==> config.mk <==
export PLATFORM = sky130hd
export DESIGN_NAME = mem_arbiter
export DESIGN_NICKNAME = d
export VERILOG_FILES = /design/src/rtl/mem_arb_pkg.sv /design/src/rtl/mem_arbiter_rr_arbiter2.sv /design/src/rtl/mem_arbiter.sv
export SDC_FILE = /design/constraint.sdc
export NUM_CORES = 1
export LEC_CHECK = 0
export BUFFER_PORTS_ARGS = -buffer_cell sky130_fd_sc_hd__buf_2
export CORE_MARGIN = 3
export CORE_UTILIZATION = 34
export DETAILED_ROUTE_END_ITERATION = 8
export HOLD_SLACK_MARGIN = 0.12
export PLACE_DENSITY = 0.87
export SLEW_MARGIN = 0
export SYNTH_ARGS = -nofsm -noshare
export SYNTH_HDL_FRONTEND = slang
export SYNTH_SLANG_ARGS = --single-unit
==> constraint.sdc <==
create_clock -name clk -period 2.2 [get_ports clk]
set_input_delay 0.44 -clock clk [delete_from_list [all_inputs] [get_ports clk]]
set_output_delay 0.44 -clock clk [all_outputs]
set_load 0.02 [all_outputs]
==> src/rtl/mem_arb_pkg.sv <==
// Shared widths, state encoding and lane type for the two-lane memory arbiter.
package mem_arb_pkg;

  localparam int DW    = 16;
  localparam int AW    = 5;
  localparam int DEPTH = 32;

  typedef enum logic [1:0] {
    IDLE   = 2'd0,
    ACCESS = 2'd1,
    RESP   = 2'd2
  } state_e;

  typedef logic lane_t;

endpackage

==> src/rtl/mem_arbiter_rr_arbiter2.sv <==
// Two-lane grant selection: a lone requester always wins, an ordering hazard
// forces lane 0, otherwise the lane not granted last wins.
module rr_arbiter2
  import mem_arb_pkg::*;
(
  input  logic       clk,
  input  logic       rst,
  input  logic [1:0] valid,
  input  logic       hazard,
  output logic [1:0] grant,
  output lane_t      ptr
);

  lane_t ptr_q, ptr_d;

  always_comb begin
    grant = 2'b00;
    case (valid)
      2'b01:   grant = 2'b01;
      2'b10:   grant = 2'b10;
      2'b11:   grant = (hazard || !ptr_q) ? 2'b01 : 2'b10;
      default: grant = 2'b00;
    endcase

    // pointer names the lane favoured on the next contested grant
    ptr_d = ptr_q;
    if (grant[0]) begin
      ptr_d = 1'b1;
    end else if (grant[1]) begin
      ptr_d = 1'b0;
    end
  end

  always_ff @(posedge clk) begin
    if (rst) begin
      ptr_q <= 1'b0;
    end else begin
      ptr_q <= ptr_d;
    end
  end

  assign ptr = ptr_q;

endmodule

==> src/rtl/mem_arbiter.sv <==
// Two-lane memory arbiter: grant, one-cycle memory strobe, response pulse.
// Optional out-of-range address check enabled by MEM_ARB_RANGE_CHK_EN.
//
// state  | meaning
// IDLE   | nothing in flight; evaluates grants
// ACCESS | drives one memory strobe for the latched request
// RESP   | responds to the granted lane and evaluates the next grant
module mem_arbiter #(
  parameter int DW    = mem_arb_pkg::DW,
  parameter int AW    = mem_arb_pkg::AW,
  parameter int DEPTH = mem_arb_pkg::DEPTH
) (
  input  logic            clk,
  input  logic            rst,
  input  logic [1:0]      req_valid,
  input  logic [1:0]      req_is_st,
  input  logic [2*DW-1:0] req_addr,
  input  logic [2*DW-1:0] req_wdata,
  output logic [1:0]      req_ready,
  output logic [1:0]      resp_valid,
  output logic [2*DW-1:0] resp_rdata,
  output logic            mem_isld,
  output logic            mem_isst,
  output logic [DW-1:0]   mem_addr,
  output logic [DW-1:0]   mem_wdata,
  input  logic [DW-1:0]   mem_rdata,
  output logic            busy,
  output logic            err
);
  import mem_arb_pkg::*;

  state_e        state_q, state_d;
  lane_t         lane_q, lane_d;
  logic          is_st_q, is_st_d;
  logic          oor_q, oor_d;
  logic [DW-1:0] mem_addr_q, mem_addr_d;
  logic [DW-1:0] mem_wdata_q, mem_wdata_d;

  logic [DW-1:0] a0, a1, g_addr, g_wdata;
  logic [1:0]    arb_valid, grant;
  logic          hazard, can_grant;
  lane_t         g_lane, rr_ptr_unused;
  logic          addr_unused;

  assign a0 = req_addr[DW-1:0];
  assign a1 = req_addr[2*DW-1:DW];

  assign can_grant = !rst && (state_q == IDLE || state_q == RESP);
  assign arb_valid = req_valid & {2{can_grant}};
  assign hazard    = (a0[AW-1:0] == a1[AW-1:0]) && (|req_is_st);

  rr_arbiter2 u_rr (
    .clk    (clk),
    .rst    (rst),
    .valid  (arb_valid),
    .hazard (hazard),
    .grant  (grant),
    .ptr    (rr_ptr_unused)
  );

  assign g_lane  = grant[1];
  assign g_addr  = g_lane ? a1 : a0;
  assign g_wdata = g_lane ? req_wdata[2*DW-1:DW] : req_wdata[DW-1:0];
  assign addr_unused = ^g_addr[DW-1:AW];

  always_comb begin
    state_d     = (state_q == ACCESS) ? RESP : IDLE;
    lane_d      = lane_q;
    is_st_d     = is_st_q;
    oor_d       = oor_q;
    mem_addr_d  = mem_addr_q;
    mem_wdata_d = mem_wdata_q;
    if (|grant) begin
      state_d     = ACCESS;
      lane_d      = g_lane;
      is_st_d     = req_is_st[g_lane];
      mem_wdata_d = g_wdata;
`ifdef MEM_ARB_RANGE_CHK_EN
      oor_d       = (g_addr >= DW'(DEPTH));
      mem_addr_d  = g_addr;
`else
      // addresses wrap onto the implemented memory
      oor_d       = 1'b0;
      mem_addr_d  = {{(DW-AW){1'b0}}, g_addr[AW-1:0]};
`endif
    end
  end

  always_ff @(posedge clk) begin
    if (rst) begin
      state_q     <= IDLE;
      lane_q      <= 1'b0;
      is_st_q     <= 1'b0;
      oor_q       <= 1'b0;
      mem_addr_q  <= '0;
      mem_wdata_q <= '0;
    end else begin
      state_q     <= state_d;
      lane_q      <= lane_d;
      is_st_q     <= is_st_d;
      oor_q       <= oor_d;
      mem_addr_q  <= mem_addr_d;
      mem_wdata_q <= mem_wdata_d;
    end
  end

  assign req_ready = grant;
  assign busy      = (state_q != IDLE);
  assign mem_isld  = (state_q == ACCESS) && !is_st_q && !oor_q;
  assign mem_isst  = (state_q == ACCESS) && is_st_q && !oor_q;
  assign mem_addr  = mem_addr_q;
  assign mem_wdata = mem_wdata_q;

  // a reset landing in RESP abandons the response as well
  always_comb begin
    resp_valid = 2'b00;
    resp_rdata = '0;
    if (state_q == RESP && !rst) begin
      resp_valid[lane_q] = 1'b1;
      if (!is_st_q && !oor_q) begin
        if (lane_q) resp_rdata[2*DW-1:DW] = mem_rdata;
        else        resp_rdata[DW-1:0]    = mem_rdata;
      end
    end
  end

`ifdef MEM_ARB_RANGE_CHK_EN
  assign err = (state_q == RESP) && oor_q && !rst;
`else
  assign err = 1'b0;
`endif

endmodule

==> reports/metrics.cfg <==
[timing]
fin_skew_ns=0.00710
min_period_over_period_pct=87.1
whs_ns=0.395
clock.fmax_mhz=522
setup_viol=0
tightest_slew_ns=0.791
slew_headroom_pct=47.2
fin_crit_ns=1.92
slew_violations=0
setup_tns_ns=0
rsz0062_at_grt=no
hold_viol_final=0

[grt]
grt_use_met2_pct=30.6
grt_pass1_vias=1592
antenna_found_initial=0
grt_use_total_pct=16.8
use_met1_pct=18.3
grt.overflow.total=0
grt_max_degree=31
grt_use_met3_pct=5.33
busiest_layer=met2
grt_pass1_wl_mm=7.04

[clocking]
post_cts_buffers=0
numClockSinks=26
worstSkewPairLatency_ns=0.27
clkTransAtPathRegs_ns=0.09
htree_levels=1
cts-root-buf=clkbuf_8
hold_buffers=0
clockBufferDepth=2
cts-resized-gates=0
cts_made_buffers=3
cts_tree=yes

[synthesis]
synth_top_family_by_area=simple AND/OR/NAND/NOR gates
synth_cell_types=32
synthCells=198
ys_ff_latch=26
synth_compound_area_share_pct=21.8
synth_area_um2=1460
yosysSeqAreaShare_pct=35.7
yosysWarnings=0
synthSimpleGateAreaFrac_pct=23.9
syn_area_per_cell_um2=7.36
synthTopCellsByArea=dfxtp_1, nor2_1, nand2_1, a22oi_1, buf_4
synth_mux_area_share_pct=2.75
yosysTopAreaCell=dfxtp_1
synth_xor_area_share_pct=3.00
synth_fa_ha_area_share_pct=0
synth_top_area_share_pct=35.7

[routing]
drt-vias-per-instance=4.77
firstDrtPassIters=4
drt_iter0_drc=47
drt-wirelength-per-cell_um=12.1
drc=0
drt_wl_total_mm=4.47
vias=1757
ant_nets=0

[finish]
syn2layout_area_growth_pct=46.4
drive_gt1_share_pct=44.3
mostFrequentLayoutCell=buf_2
fillers=421
layout.cells.non_filler=368
mostFrequentLayoutCells=buf_2, nor2_1, nand2_1
layout.nets=405
diodes=0

[job]
drv_cap=0

[outcome]
status=finished, final reports clean

[setup_path]
worstPathRequired_ns=1.76
reg2reg_from=state_q[0]
critical-path-top-delay-family=buffers and inverters
crit_path_end_kind=primary output
crit_arrival_ns=1.48
path_cells=clkinv_1, nand2_1, nor2_1, buf_2
path_class=flop to primary output
slowest_stage=dfxtp_1
rr_endpoint=mem_wdata[3]
path_depth=4
crit_start=is_st_q
cp_max_fo=17
cpPeakStageDelay_ns=0.39
critPathCapture=resp_rdata[18]
reg2reg_setup_slack_ns=0.52
ff2ff_path_depth=6
start_kind=flop
worst-path-buf-inv=2

[power_and_ir_drop]
ir_drop_mv=0.466
p_total_w=0.00134
powerDensity_nw_per_um2=627
p_leak_nw=1.16

[placed_design]
port_buffers=123
dp.cells=364
dp_hpwl_mm=3.57
gp_congestion=0.811

[die]
core_region_area_um2=4060
io_pins=158
start_util_pct=35.9
num_rows=23
die_width_um=71.5
die_y_um=71.5
design.die.area_um2=5110

[worst_hold_path]
hold_class=primary input to flop

==> worst min-delay path by stage <==
stage | start | end | slack, ns | depth (start not counted)
after floorplan | lane_q | lane_q | 0.44 | 1
after global placement | lane_q | lane_q | 0.46 | 1
after detailed placement | mem_wdata[5] | mem_wdata[5] | 0.46 | 2
after CTS | req_wdata[14] | mem_wdata[14] | 0.39 | 3
after global routing | req_wdata[5] | mem_wdata[5] | 0.41 | 3
final | req_wdata[14] | mem_wdata[14] | 0.40 | 3
==> state kept, by name (all words and copies together) (netlist names) <==
register	cells
is_st_q	1
lane_q	1
mem_addr	5
mem_wdata	16
state_q	2
u_rr.ptr	1
==> where the power goes <==
group,leakage (nW),switching [W],internal [W],total [W]
clock network,0.0357,0.000149,0.000243,0.000393
logic,0.912,0.000242,0.000146,0.000387
registers,0.216,0.0000314,0.000526,0.000558
total,1.16,0.000422,0.000915,0.00134
==> logic make-up (layout without fill, tap and decap cells) <==
logic type             after synthesis  count (layout)
XOR/XNOR                             5               5
multiplexers                         4               4
flip-flops                          26              26
buffers and inverters               30             139
other                                1              12
AND/OR/NAND/NOR                     86              86
AO/OA/AOI/OAI                       46              46
==> routing by layer <==
metal | vias to the layer above | part of all wire (%)
li1 | 881 | -
met5 | - | 0
met1 | 779 | 38
met3 | 4 | 12
met4 | 0 | 1.1
met2 | 93 | 50
==> cells in the mapped netlist <==
master     number
xnor2_1         5
buf_6           2
a211oi_2        2
nand3_1         3
o2111ai_2       1
o21ai_1         1
o21ai_0        18
or2_2           1
a21o_1          1
dfxtp_1        26
o21ai_4         1
buf_1           1
clkbuf_1        3
nor2_1         40
nor2_2          1
buf_4          13
a21oi_1         2
mux2i_1         4
buf_2           5
a211oi_1        2
inv_2           1
a22oi_1        17
nand2_1        36
nor3_1          1
conb_1          1
nand3b_1        1
inv_1           4
nand2b_1        1
clkinv_1        1
nor2_4          1
nand4_1         1
a31oi_1         1
==> through the flow <==
| step | util [%] | cell area [um2] | worst slack [ns] |
|---|---|---|---|
| after CTS | 52.6 | 2130 | 0.258 |
| final | 52.6 | 2130 | 0.284 |
| after global placement | 50.8 | 2060 | 0.343 |
| after global routing | 52.6 | 2130 | 0.145 |
| after floorplan | - | 1500 | 0.246 |
| after detailed placement | 50.8 | 2060 | 0.314 |
==> layout make-up <==
type                            instances  area (um2)  share of cell area [%]
Multi-Input combinational cell        153         796                    37.3
Clock inverter                          1        30.0                    1.41
Timing Repair Buffer                  129         661                    31.0
Inverter                                6        22.5                    1.06
Sequential cell                        26         520                    24.4
Tap cell                               50        62.6                    2.93
Clock buffer                            3        41.3                    1.94
==> worst min-delay path, cell delays in order <==
cell,delay [ns]
buf_2,0.07
a22oi_1,0.06
o21ai_0,0.06
(Power assumes the default switching activity.)
